==> config.mk <==
export PLATFORM = sky130hd
export DESIGN_NAME = dmem_port_arbiter
export DESIGN_NICKNAME = d
export VERILOG_FILES = /design/src/rtl/dmem_port_arbiter.sv
export SDC_FILE = /design/constraint.sdc
export NUM_CORES = 1
export LEC_CHECK = 0
export ABC_AREA = 0
export BUFFER_PORTS_ARGS = -buffer_cell sky130_fd_sc_hd__buf_2
export CORE_MARGIN = 4
export CORE_UTILIZATION = 40
export CTS_CLUSTER_SIZE = 10
export DETAILED_ROUTE_END_ITERATION = 8
export MAX_ROUTING_LAYER = met4
export PLACE_DENSITY = 0.83
export SYNTH_ARGS = -nofsm -noshare
export SYNTH_HDL_FRONTEND = slang
export SYNTH_SLANG_ARGS = --single-unit
==> constraint.sdc <==
create_clock -name clk -period 2.56 [get_ports clk]
set_clock_uncertainty 0.15 [all_clocks]
set_input_delay 0.768 -clock clk [delete_from_list [all_inputs] [get_ports clk]]
set_output_delay 0.768 -clock clk [all_outputs]
set_load 0.02 [all_outputs]
==> src/rtl/dmem_port_arbiter.sv <==
// rtl/dmem_port_arbiter.sv - core/ext arbiter for the single-port data RAM
// Core wins by default; ext gets a guaranteed slot after MAX_WAIT and optional locked bursts.
module dmem_port_arbiter #(
  parameter int ADDR_W    = 10,
  parameter int DATA_W    = 18,
  parameter int MAX_WAIT  = 4,
  parameter int MAX_BURST = 8
) (
  input  logic              clk,
  input  logic              rst,
  input  logic              core_req,
  input  logic              core_we,
  input  logic [ADDR_W-1:0] core_addr,
  input  logic [DATA_W-1:0] core_wdata,
  output logic              core_stall,
  output logic [DATA_W-1:0] core_rdata,
  input  logic              ext_req,
  input  logic              ext_we,
  input  logic              ext_lock,
  input  logic [ADDR_W-1:0] ext_addr,
  input  logic [DATA_W-1:0] ext_wdata,
  output logic              ext_gnt,
  output logic              ext_rvalid,
  output logic [DATA_W-1:0] ext_rdata,
  output logic              mem_en,
  output logic              mem_we,
  output logic [ADDR_W-1:0] mem_addr,
  output logic [DATA_W-1:0] mem_wdata,
  input  logic [DATA_W-1:0] mem_rdata
);

  localparam int WAIT_W  = $clog2(MAX_WAIT + 1);
  localparam int BURST_W = $clog2(MAX_BURST + 1);
  localparam logic [WAIT_W-1:0]  WAIT_LIM   = WAIT_W'(MAX_WAIT);
  localparam logic [BURST_W-1:0] BURST_LAST = BURST_W'(MAX_BURST - 1);

  typedef enum logic [1:0] {S_CORE, S_EXT, S_COOL} state_t;
  typedef enum logic [1:0] {RD_NONE, RD_CORE, RD_EXT} owner_t;

  state_t              state_q, state_d;
  owner_t              rd_owner_q, rd_owner_d;
  logic [WAIT_W-1:0]   wait_cnt_q, wait_cnt_d;
  logic [BURST_W-1:0]  burst_cnt_q, burst_cnt_d;
  logic [DATA_W-1:0]   core_rdata_q, core_rdata_d;
  logic [DATA_W-1:0]   ext_rdata_q, ext_rdata_d;
  logic                core_gnt;
  logic                ext_gnt_c;

  always_comb begin
    state_d     = state_q;
    burst_cnt_d = burst_cnt_q;
    core_gnt    = 1'b0;
    ext_gnt_c   = 1'b0;
    // Grants are forced low during reset so every RAM-facing output is quiet immediately.
    if (!rst) begin
      case (state_q)
        S_CORE: begin
          if (ext_req && (!core_req || wait_cnt_q == WAIT_LIM)) begin
            ext_gnt_c = 1'b1;
          end else begin
            core_gnt = core_req;
          end
          if (ext_gnt_c && ext_lock) begin
            state_d     = S_EXT;
            burst_cnt_d = BURST_W'(1);
          end
        end
        S_EXT: begin
          ext_gnt_c = ext_req;
          if (!ext_req || !ext_lock || burst_cnt_q == BURST_LAST) begin
            state_d     = S_COOL;
            burst_cnt_d = '0;
          end else begin
            burst_cnt_d = burst_cnt_q + BURST_W'(1);
          end
        end
        S_COOL: begin
          core_gnt = core_req;
          state_d  = S_CORE;
        end
        default: state_d = S_CORE;
      endcase
    end

    wait_cnt_d = wait_cnt_q;
    if (!ext_req || ext_gnt_c) begin
      wait_cnt_d = '0;
    end else if (state_q != S_COOL && wait_cnt_q != WAIT_LIM) begin
      wait_cnt_d = wait_cnt_q + WAIT_W'(1);
    end

    rd_owner_d = RD_NONE;
    if (core_gnt && !core_we) begin
      rd_owner_d = RD_CORE;
    end else if (ext_gnt_c && !ext_we) begin
      rd_owner_d = RD_EXT;
    end

    // Return data passes straight through in the return cycle, then is held.
    core_rdata_d = (rd_owner_q == RD_CORE) ? mem_rdata : core_rdata_q;
    ext_rdata_d  = (rd_owner_q == RD_EXT)  ? mem_rdata : ext_rdata_q;
  end

  always_ff @(posedge clk or posedge rst) begin
    if (rst) begin
      state_q      <= S_CORE;
      rd_owner_q   <= RD_NONE;
      wait_cnt_q   <= '0;
      burst_cnt_q  <= '0;
      core_rdata_q <= '0;
      ext_rdata_q  <= '0;
    end else begin
      state_q      <= state_d;
      rd_owner_q   <= rd_owner_d;
      wait_cnt_q   <= wait_cnt_d;
      burst_cnt_q  <= burst_cnt_d;
      core_rdata_q <= core_rdata_d;
      ext_rdata_q  <= ext_rdata_d;
    end
  end

  assign core_stall = core_req && !core_gnt && !rst;
  assign ext_gnt    = ext_gnt_c;
  assign ext_rvalid = (rd_owner_q == RD_EXT);
  assign core_rdata = core_rdata_d;
  assign ext_rdata  = ext_rdata_d;
  assign mem_en     = core_gnt || ext_gnt_c;
  assign mem_we     = core_gnt ? core_we    : (ext_gnt_c ? ext_we    : 1'b0);
  assign mem_addr   = core_gnt ? core_addr  : (ext_gnt_c ? ext_addr  : '0);
  assign mem_wdata  = core_gnt ? core_wdata : (ext_gnt_c ? ext_wdata : '0);

endmodule

## Word level (Yosys, flattened, before mapping)

Index checks and enable logic that the tools add are counted.

- Register bits: 47
- Output and inout port bits: 69
- Logic and storage cells: 69

- $add $sub $neg: 2
- Equality and inequality tests: 10
- Mux-type cells: 26
- Bitwise operators: 1
- Reduce and logical (&&, ||, !) cells: 24

Operators with widths:

| kind | number |
|---|---|
| 18-bit 2-to-1 mux | 4 |
| 10-bit 2-to-1 mux | 2 |
| 1-bit 2-to-1 mux | 8 |
| 2-bit 2-to-1 mux | 4 |
| 4-bit 2-to-1 mux | 2 |
| 4-bit case mux with 2 select lines | 1 |
| 1-bit logical AND | 7 |
| 1-bit logical NOT | 7 |
| 3-bit 2-to-1 mux | 2 |
| 2-bit inequality test (second input constant) | 3 |
| 3-bit AND reduction | 2 |
| 1-bit logical OR | 5 |
| 4-bit by 1-bit adder with 4-bit output (second input constant) | 1 |
| 2-bit by 1-bit equality test with 1-bit output (second input constant) | 2 |
| 2-bit equality test (second input constant) | 2 |
| 4-bit by 3-bit equality test with 1-bit output (second input constant) | 1 |
| 1-bit case mux with 2 select lines | 2 |
| 2-bit case mux with 2 select lines | 1 |
| 2-bit nonzero test | 2 |
| 3-bit by 1-bit adder with 3-bit output (second input constant) | 1 |
| 3-bit equality test (second input constant) | 1 |
| 3-bit inequality test (second input constant) | 1 |
| 2-bit logical NOT | 1 |
| 1-bit NOT | 1 |

## Logic depth before layout (Yosys ltp)

Gate-level depths: netlist of run 1.

- Word-level depth: 11
- Mapped depth: 7
- Mapped depth without buffers: 5

## Worst setup path after synthesis of run 1

Ideal clock, no wire load.

- Kind: in2out
- From: in core_req
- To: out core_stall
- Arrival: 1.735 ns
- Data required time: 1.642 ns
- Path slack: -0.093 ns
- Cell stages on the path: 4
- Buffers on the path: 1
- Cells stage by stage: a21boi_1 -> o311a_1 -> buf_2 -> nor3b_2

- Cells in the longest elaborated chain, start to end: 9

Ends and longest elaborated chain:

| what | RTL line | RTL |
|---|---|---|
| start, declared | 11 | `input logic core_req,` |
| 1-bit logical NOT | 58 | `if (ext_req && (!core_req \|\| wait_cnt_q == WAIT_LIM)) begin` |
| 1-bit logical OR | 58 |  |
| 1-bit logical AND | 58 |  |
| 1-bit 2-to-1 mux | 58 |  |
| 1-bit case mux with 2 select lines | 56 | `case (state_q)` |
| 1-bit 2-to-1 mux | 55 | `if (!rst) begin` |
| 1-bit logical NOT | 122 | `assign core_stall = core_req && !core_gnt && !rst;` |
| 1-bit logical AND (*) (2 in a row) | 122 |  |
| end, declared | 15 | `output logic core_stall,` |

Mark *: on every way between the ends. The rest lies on a longest branch, timed or not.

## Worst setup path after layout of run 1

- From: reg wait_cnt_q[0]
- To: out mem_wdata[6]

- Cells in the longest elaborated chain, start to end: 10

Ends and longest elaborated chain:

| what | RTL line | RTL |
|---|---|---|
| start, declared | 42 | `logic [WAIT_W-1:0] wait_cnt_q, wait_cnt_d;` |
| start signal, assigned | 115 | `wait_cnt_q <= wait_cnt_d;` |
| 3-bit equality test (*) | 58 |  |
| 1-bit logical OR (*) | 58 |  |
| 1-bit logical AND (*) | 58 |  |
| 1-bit 2-to-1 mux | 58 |  |
| 1-bit 2-to-1 mux | 56 |  |
| 1-bit 2-to-1 mux | 55 |  |
| 1-bit case mux with 2 select lines | 56 |  |
| 1-bit 2-to-1 mux | 55 |  |
| 18-bit 2-to-1 mux | 130 | `assign mem_wdata = core_gnt ? core_wdata : (ext_gnt_c ? ext_wdata : '0);` |
| 18-bit 2-to-1 mux (*) | 130 |  |
| end, declared | 28 | `output logic [DATA_W-1:0] mem_wdata,` |

Mark *: on every way between the ends. The rest lies on a longest branch, timed or not. The select of a mux whose other input is x is not followed.

==> metrics.yaml, run 1 <==
status: "finished, violations left"
violations: "setup timing"
ff2ff_path_depth: 6
peakVddDrop_mv: 0.467
slew_violations: 0
rrSetupSlack_ps: 740
swShare_pct: 36.2
whs_path_depth: 1
fill_cells: 366
grt_pass1_vias: 2513
first_pass_iters: 4
yosys.cell_types.count: 39
htree_num_levels: 2
io_pins: 150
maxSlewHeadroom_pct: 74.4
dieHeight_um: 84.2
crit_fanout: 7
hold_violations: 0
die-area_sq_mm: 0.00710
timing.final.ws_setup_ps: -344
synth.area.top_cells: "dfrtp_1 (51%), mux2_2 (17%), a22o_1 (11%), buf_6 (2.4%), ha_1 (1.6%)"
postSynthAreaPerCell_sq_um: 12.9
hold_path_end: "core_rdata_q[4]$_DFF_PP0_"
reg2reg_from: "wait_cnt_q[0]$_DFFE_PP0P_"
fin_crit_sh_pct: 113
holdBufCountCts: 0
dp_hpwl_mm: 5.29
cts_tree: "done"
post-route-drc-count: 0
power_switching_uw: 999
crit_type: "reg -> out"
final_antenna_net_count: 0
die_w_um: 84.2
drive_gt1_share_pct: 74.2
coreArea_sq_mm: 0.00557
placed_area_sq_mm: 0.00350
dp_cells: 406
cts.reportedPaths.clkPinSlew_ps: 100
syn_to_final_growth_pct: 74.5
synth-seq-cells: 47
worstHoldStart: "core_rdata_q[4]$_DFF_PP0_"
cts.sinks: 47
hold_slack_ps: 346
synthFlopType: "dfrtp_1"
io_buffers: 149
clock_latency_ps: 300
fmax_mhz: 344
clockRootBuffer: "clkbuf_8"
synthArstFlopShare_pct: 100
p_per_area_mw_per_mm2: 680
num_rows: 27
grt_max_degree: 38
critPathArrivalTime_ps: 1990
cp_cell_sequence: "inv_2 -> ha_4 -> a21bo_1 -> o211a_4 -> clkbuf_16 -> a22o_4 -> buf_6"
synth_common_cells: "dfrtp_1 (47), mux2_2 (36), a22o_1 (29), buf_2 (7), inv_1 (6)"
worst_setup_path_end_kind: "primary output"
n_antenna_cell: 0
via_per_inst: 5.22
syn_nets: 264
timing.rr.end: "burst_cnt_q[1]$_DFFE_PP0P_"
period_needed_ps: 2900
rsz0062_at_grt: "true"
setup_violations: 32
vias: 2220
antenna_found_initial: 0
max_stage_delay_ps: 400
p_leak_nw: 2.06
clockBufferDepth: 2
drtIter0Drc: 60
yosysSeqAreaShare_pct: 50.6
combPwrFrac_pct: 47.2
post-synth-top-count-cell: "dfrtp_1"
p_int_mw: 1.76
wl_mm: 7.72
grt_pass1_wl_mm: 12.3
drv_cap: 0
cp_slowest_cell: "dfrtp_1"
holdCritPathClass: "reg -> reg"
synth_edf_count: 0
yosys_warnings: 0
final_cell_area_sq_mm: 0.00406
worstMarginPinSlew_ps: 381
grt_overflow: 0
cts_buffers: 5
crit_required_ps: 1640
track_usage_pct: 22.6
start_kind: "flop"
syn_area_sq_mm: 0.00232
synth_top_area_share_pct: 50.6
wl_per_cell_um: 18.2
start_util_pct: 41.7
final_cells: 425
syn_inst: 180
final.setup.tns_ps: -10110
nets: 436
p_clk_share_pct: 15.9
p_seq_share_pct: 36.9
gp_congestion: 0.786
yosysTopAreaCell: "dfrtp_1"
## power by group through the flow
stage	registers (mW)	logic, mW	clock network [mW]
after detailed placement	1.03	1.15	0
final	1.02	1.30	0.439
after global placement	1.02	1.12	0
after floorplan	1.01	0.761	0
after global routing	1.05	1.39	0.492
after CTS	1.02	1.29	0.458
## state kept, by name, indices dropped and copies added, names as in the netlist
signal,cells
burst_cnt_q,4
state_q,2
core_rdata_q,18
ext_rdata_q,18
rd_owner_q,2
wait_cnt_q,3
## per-stage QoR
step / power [mW] / utilization (%) / setup WS (ps)
2_1_floorplan: 1.77 / - / -65.8
3_3_place_gp: 2.14 / 62.9 / -325
3_5_place_dp: 2.18 / 62.9 / -362
4_1_cts: 2.77 / 71.9 / -361
5_1_grt: 2.93 / 72.8 / -400
6_report: 2.76 / 72.8 / -344
## worst max path at each step
stage | start | to | cells past startpoint
after global routing | wait_cnt_q[0]$_DFFE_PP0P_ | mem_wdata[6] | 7
final | wait_cnt_q[0]$_DFFE_PP0P_ | mem_wdata[6] | 7
after floorplan | core_req | mem_wdata[10] | 5
after CTS | wait_cnt_q[1]$_DFFE_PP0P_ | mem_addr[9] | 7
after global placement | core_req | mem_wdata[6] | 6
after detailed placement | core_req | mem_wdata[8] | 6
## cell usage in the layout (no fill, tap or decap), drive strengths merged
cell | synthesis | layout
a211oi | 3 | 3
a21bo | 1 | 1
a21boi | 1 | 1
a21o | 1 | 1
a22o | 29 | 29
a22oi | 1 | 1
a31oi | 1 | 1
and2 | 1 | 1
and3 | 1 | 1
and4b | 1 | 1
buf | 12 | 177
clkbuf | 1 | 7
clkinv | 0 | 2
dfrtp | 47 | 47
ha | 3 | 3
inv | 7 | 7
mux2 | 37 | 37
nand2 | 1 | 1
nand2b | 1 | 1
nand3 | 2 | 2
nand3b | 2 | 2
nand4 | 2 | 2
nand4b | 1 | 1
nor2 | 3 | 3
nor2b | 4 | 4
nor3b | 2 | 2
o211a | 1 | 1
o211ai | 2 | 2
o21ai | 3 | 3
o22a | 1 | 1
o311a | 1 | 1
o31ai | 1 | 1
o41ai | 1 | 1
or2 | 1 | 1
or3 | 2 | 2
or3b | 2 | 2
## cell type report
type / count / area, sq um / share of cell area, %
Clock buffer: 6 / 72.6 / 1.79
Tap cell: 72 / 90.1 / 2.22
Inverter: 7 / 26.3 / 0.648
Sequential cell: 47 / 1180 / 29.0
Multi-Input combinational cell: 113 / 1330 / 32.7
Timing Repair Buffer: 178 / 1350 / 33.2
Clock inverter: 2 / 17.5 / 0.432
## kinds of logic (layout without fill, tap and decap cells)
logic type / after synthesis / after routing / synth area share, %
compound gates: 47 / 47 / 17.1
flops: 47 / 47 / 50.6
mux: 37 / 37 / 18.1
simple gates: 26 / 26 / 7.37
buf+inv: 20 / 193 / 5.22
fa+ha+maj: 3 / 3 / 1.61
## per-layer routing
layer  global-route usage (%)  up-vias  part of all wire [%]
met3                     5.30       18                   8.6
li1                         -     1021                     -
met5                        -        -                     0
met4                     11.1        0                   2.8
met1                     24.5     1050                    38
met2                     38.6      131                    50
## timing repair
item,in CTS,in global routing
gates resized for setup,79,5
endpoints found under the setup margin,32,50
endpoints found under the hold margin,0,0
gates cloned,5,1
pin swaps,7,6
setup buffers,3,2
## critical path, delay by kind of cell, from the launching register on
| kind | cells | cell delay [ps] |
|---|---|---|
| AO/OA/AOI/OAI | 3 | 740 |
| flip-flops | 1 | 400 |
| buffers and inverters | 3 | 380 |
| adder cells (fa/ha/maj) | 1 | 170 |
Note: power is estimated with default switching activity, not from simulation.
==> run 2, diff against run 1 <==
--- a/config.mk
+++ b/config.mk
@@ -7,8 +7,10 @@
 export LEC_CHECK = 0
 export ABC_AREA = 0
 export BUFFER_PORTS_ARGS = -buffer_cell sky130_fd_sc_hd__buf_2
+export CORE_ASPECT_RATIO = 1.2
 export CORE_MARGIN = 4
 export CORE_UTILIZATION = 40
+export CTS_BUF_LIST = sky130_fd_sc_hd__clkbuf_8
 export CTS_CLUSTER_SIZE = 10
 export DETAILED_ROUTE_END_ITERATION = 8
 export MAX_ROUTING_LAYER = met4
==> run 2 against run 1 <==
The run still ends with setup timing left. Via count down 0.59%. Global-route usage decreased by 2.1 points. Final cell count fell by 1.6%. Wire length down 3.3%. Count of clock-buffer cells in the layout shrank 1. Largest cell class unchanged.
==> metrics.yaml, run 2 (synthesis results as in run 1) <==
status: "finished, violations left"
violations: "setup timing"
grt_max_degree: 48
whs_path_depth: 1
clockBufferDepth: 2
fill_cells: 361
final_antenna_net_count: 0
post-route-drc-count: 0
cts.sinks: 47
rsz0062_at_grt: "true"
largest_registers: "core_rdata_q x18, ext_rdata_q x18, burst_cnt_q x4"
power_switching_uw: 996
coreArea_sq_mm: 0.00563
reg2reg_from: "wait_cnt_q[0]$_DFFE_PP0P_"
holdBufCountCts: 0
period_needed_ps: 2920
grt_pass1_wl_mm: 11.3
p_total_mw: 2.86
drtIter0Drc: 35
htree_num_levels: 2
slew_violations: 0
syn_to_final_growth_pct: 75.4
drive_gt1_share_pct: 74.9
critPathArrivalTime_ps: 2000
final_cells: 418
crit_type: "reg -> out"
timing.final.ws_setup_ps: -360
wl_per_cell_um: 17.9
final.setup.tns_ps: -10750
worstHoldStart: "core_rdata_q[9]$_DFF_PP0_"
cts.reportedPaths.clkPinSlew_ps: 90
layout_common_cells: "buf_2 (117), dfrtp_1 (47), mux2_2 (36)"
cts_buffers: 5
timing.rr.end: "burst_cnt_q[1]$_DFFE_PP0P_"
crit_fanout: 7
die_w_um: 77.6
vias: 2207
dp_hpwl_mm: 5.10
clockRootBuffer: "clkbuf_8"
cts_tree: "done"
via_per_inst: 5.28
p_clk_share_pct: 18.7
seq_area_sq_mm: 0.00118
combPwrFrac_pct: 45.6
grt_pass1_vias: 2354
swShare_pct: 34.8
hold_path_end: "core_rdata_q[9]$_DFF_PP0_"
final_common_cell: "buf_2"
cp-startpoint: "wait_cnt_q[0]$_DFFE_PP0P_"
n_antenna_cell: 0
p_seq_share_pct: 35.7
rrSetupSlack_ps: 570
start_util_pct: 41.3
setup_violations: 32
multi_input_area_sq_mm: 0.00134
dp_cells: 396
ff2ff_path_depth: 7
grt_overflow: 0
nets: 437
num_rows: 30
wl_mm: 7.46
clock_latency_ps: 290
worstMarginPinSlew_ps: 573
fmax_mhz: 342
p_per_area_mw_per_mm2: 701
fin_crit_sh_pct: 114
dieHeight_um: 91.5
crit_required_ps: 1640
die-area_sq_mm: 0.00710
post-place-ws_ps: -376
track_usage_pct: 20.4
hold_violations: 0
p_leak_nw: 2.08
antenna_found_initial: 0
worst_setup_path_end_kind: "primary output"
io_pins: 150
utilization_pct: 72.4
first_pass_iters: 4
maxSlewHeadroom_pct: 61.8
peakVddDrop_mv: 0.298
drv_cap: 0
start_kind: "flop"
holdCritPathClass: "reg -> reg"
io_buffers: 149
gp_congestion: 0.800
p_int_mw: 1.86
[run 2: changes by cell type in the layout (fill, tap and decap cells not counted), sizes merged]
cell	previous run	this run
clkinvlp	0	1
buf	177	176
clkinv	2	0
clkbuf	7	8
inv	7	8
bufinv	0	1
[run 2: per-layer routing]
metal  GRT usage (%)  routed length, um  vias to the layer above
met3            4.66                637                       18
met1            22.4               2820                     1039
li1                -                  -                     1021
met4            6.08                192                        0
met2            36.5               3810                      129
met5               -                  0                        -
[run 2: repair_timing]
item,4_1_cts,5_1_grt
endpoints found under the hold margin,0,0
gates cloned,3,4
setup endpoints to repair,32,33
pin swaps,8,5
resized for setup,53,26
buffers inserted,3,4
[run 2: layout make-up]
class                   instances  area share [%]
clock inverters                 3            1.14
clock buffers                   5            1.69
inverters                       7           0.644
repair buffers                179            33.0
well taps                      64            1.96
flip-flops and latches         47            28.8
multi-input cells             113            32.7
[run 2: worst max-delay path, cell delays in order, from the launching register on]
cell and delay (ps):
dfrtp_1 390, inv_2 60, ha_4 180, a21bo_1 190, o211a_4 310, clkbuf_16 190
a22o_4 240, buf_6 130
[run 2: worst max-delay path by stage]
stage / end / slack, ps / cells after the start
2_1_floorplan: mem_wdata[10] / -70 / 5
3_3_place_gp: mem_en / -360 / 6
3_5_place_dp: mem_wdata[1] / -380 / 6
4_1_cts: mem_addr[4] / -370 / 7
5_1_grt: mem_wdata[8] / -410 / 7
6_report: mem_addr[8] / -360 / 7
[run 2: power by group through the flow]
stage	Sequential [mW]	Clock (mW)	Combinational [mW]
final	1.02	0.536	1.30
after floorplan	1.01	0	0.761
after CTS	1.02	0.557	1.24
after global routing	1.05	0.589	1.39
after detailed placement	1.03	0	1.14
after global placement	1.02	0	1.12
[run 2: metrics by stage]
step / hold slack [ps] / area [sq um]
2_1_floorplan: 359 / 2590
3_3_place_gp: 325 / 3480
3_5_place_dp: 331 / 3480
4_1_cts: 352 / 3870
5_1_grt: 364 / 4080
6_report: 348 / 4080
==> run 3, diff against run 2 <==
--- a/config.mk
+++ b/config.mk
@@ -8,7 +8,7 @@
 export ABC_AREA = 0
 export BUFFER_PORTS_ARGS = -buffer_cell sky130_fd_sc_hd__buf_2
 export CORE_ASPECT_RATIO = 1.2
-export CORE_MARGIN = 4
+export CORE_MARGIN = 3
 export CORE_UTILIZATION = 40
 export CTS_BUF_LIST = sky130_fd_sc_hd__clkbuf_8
 export CTS_CLUSTER_SIZE = 10
==> constraint.sdc (replaced) <==
create_clock -name clk -period 2.56 [get_ports clk]
set_clock_uncertainty 0.15 [all_clocks]
set_input_delay 0.512 -clock clk [delete_from_list [all_inputs] [get_ports clk]]
set_output_delay 0.512 -clock clk [all_outputs]
set_load 0.02 [all_outputs]
==> run 3 against run 2 <==
The run still ends with setup timing left. Worst hold slack got worse by 190 ps. Non-clock buffer count decreased by 18. Critical path depth unchanged. Sequential power about the same. Combinational power decreased by 12%. Largest power group unchanged. Highest routed layer unchanged.
==> metrics.yaml, run 3 (synthesis results as in run 1) <==
final_common_cell: "buf_2"
peakVddDrop_mv: 0.322
antenna_found_initial: 0
final_cell_area_sq_mm: 0.00350
max_stage_delay_ps: 380
critPathArrivalTime_ps: 1950
cp_cell_sequence: "inv_2 -> ha_4 -> a21bo_1 -> o211a_4 -> clkbuf_16 -> a22o_1 -> buf_2"
fmax_mhz: 383
track_usage_pct: 18.3
gp_congestion: 0.805
cts.reportedPaths.clkPinSlew_ps: 90
setup_violations: 28
via_per_inst: 5.32
p_total_mw: 2.63
htree_num_levels: 2
io_buffers: 149
p_leak_nw: 1.79
crit_type: "reg -> out"
dp_hpwl_mm: 4.84
drv_cap: 0
cts.sinks: 47
holdBufCountCts: 0
largest_registers: "core_rdata_q x18, ext_rdata_q x18, burst_cnt_q x4"
fill_cells: 427
fin_crit_sh_pct: 102
grt_max_degree: 36
dieHeight_um: 89.5
hold_violations: 0
wl_mm: 6.76
maxSlewHeadroom_pct: 58.6
n_antenna_cell: 0
worst_setup_path_end_kind: "primary output"
worstMarginPinSlew_ps: 614
wl_per_cell_um: 17.0
nets: 419
timing.final.ws_setup_ps: -47.8
coreArea_sq_mm: 0.00544
drtIter0Drc: 62
crit_required_ps: 1900
multi_input_area_sq_mm: 0.00111
cp_top_family: "compound AO/OA/AOI/OAI gates"
io_pins: 150
crit_fanout: 17
start_util_pct: 42.7
clock_latency_ps: 290
cts_buffers: 5
grt_pass1_vias: 2077
clockBufferDepth: 2
syn_to_final_growth_pct: 50.6
p_per_area_mw_per_mm2: 750
period_needed_ps: 2610
die-area_sq_mm: 0.00677
start_kind: "flop"
path_buf_inv: 3
status: "finished, violations left"
holdCritPathClass: "in -> async"
clockRootBuffer: "clkbuf_8"
rsz0062_at_grt: "true"
layout_common_cells: "buf_2 (136), dfrtp_1 (47), mux2_2 (36)"
drive_gt1_share_pct: 66.1
placed_area_sq_mm: 0.00312
cp_slowest_cell: "dfrtp_1"
die_w_um: 75.6
seq_area_sq_mm: 0.00118
grt_pass1_wl_mm: 9.23
grt_overflow: 0
final.setup.tns_ps: -815
cts_tree: "done"
first_pass_iters: 4
vias: 2118
num_rows: 29
violations: "setup timing"
post-route-drc-count: 0
final_antenna_net_count: 0
slew_violations: 0
run 3: cell types whose count changed in the layout (fill, tap and decap cells not counted), moves of 2 or more:
cell / delta
buf_12: -2
buf_16: -2
buf_4: -12
buf_6: -20
a22o_1: +25
buf_2: +19
a22o_4: -25
run 3: metrics by stage:
stage | hold slack, ps | cells | util [%] | setup slack, ps
CTS | 154 | 394 | 61.0 | -59.5
finish | 158 | 398 | 64.3 | -47.8
detailed placement | 331 | 383 | 57.3 | 157
global route | 178 | 398 | 64.3 | -103
floorplan | 359 | 180 | - | 317
global placement | 324 | 383 | 57.3 | 200
run 3: final timing paths:
| kind | start | slack [ps] | to | cells past startpoint |
|---|---|---|---|---|
| setup reg to reg | wait_cnt_q[1]$_DFFE_PP0P_ | 650 | burst_cnt_q[1]$_DFFE_PP0P_ | 5 |
| min in group clk | core_we | 230 | rd_owner_q[0]$_DFF_PP0_ | 2 |
| hold reg to reg | ext_rdata_q[11]$_DFF_PP0_ | 350 | ext_rdata_q[11]$_DFF_PP0_ | 1 |
| max in group asynchronous | rst | 1400 | core_rdata_q[0]$_DFF_PP0_ | 3 |
| setup / recovery | wait_cnt_q[1]$_DFFE_PP0P_ | -50 | mem_wdata[1] | 7 |
| hold / removal | rst | 160 | burst_cnt_q[0]$_DFFE_PP0P_ | 2 |
run 3: per-layer routing:
metal  global-route usage, %  routed length, um  vias up
li1                        -                  -      982
met1                    20.4               2550     1001
met2                    33.1               3610      126
met3                    3.60                495        9
met4                    4.29                 99        0
met5                       -                  0        -
run 3: area by class of cell:
class | count | area share [%]
clock buffer | 6 | 2.36
clock inverter | 2 | 0.464
inverter | 7 | 0.750
multi-input combinational | 113 | 31.7
sequential | 47 | 33.6
tap | 62 | 2.22
timing repair buffer | 161 | 29.0
run 3: what timing repair did:
action,CTS,global route
gates resized for setup,18,22
setup buffers,2,1
cloned,1,3
setup endpoints to repair,31,31
pin swaps,4,7
run 3: power by group:
| part | internal, mW | switching [mW] |
|---|---|---|
| clock | 0.220 | 0.247 |
| combinational | 0.503 | 0.637 |
| sequential | 0.950 | 0.0704 |
| total | 1.67 | 0.954 |
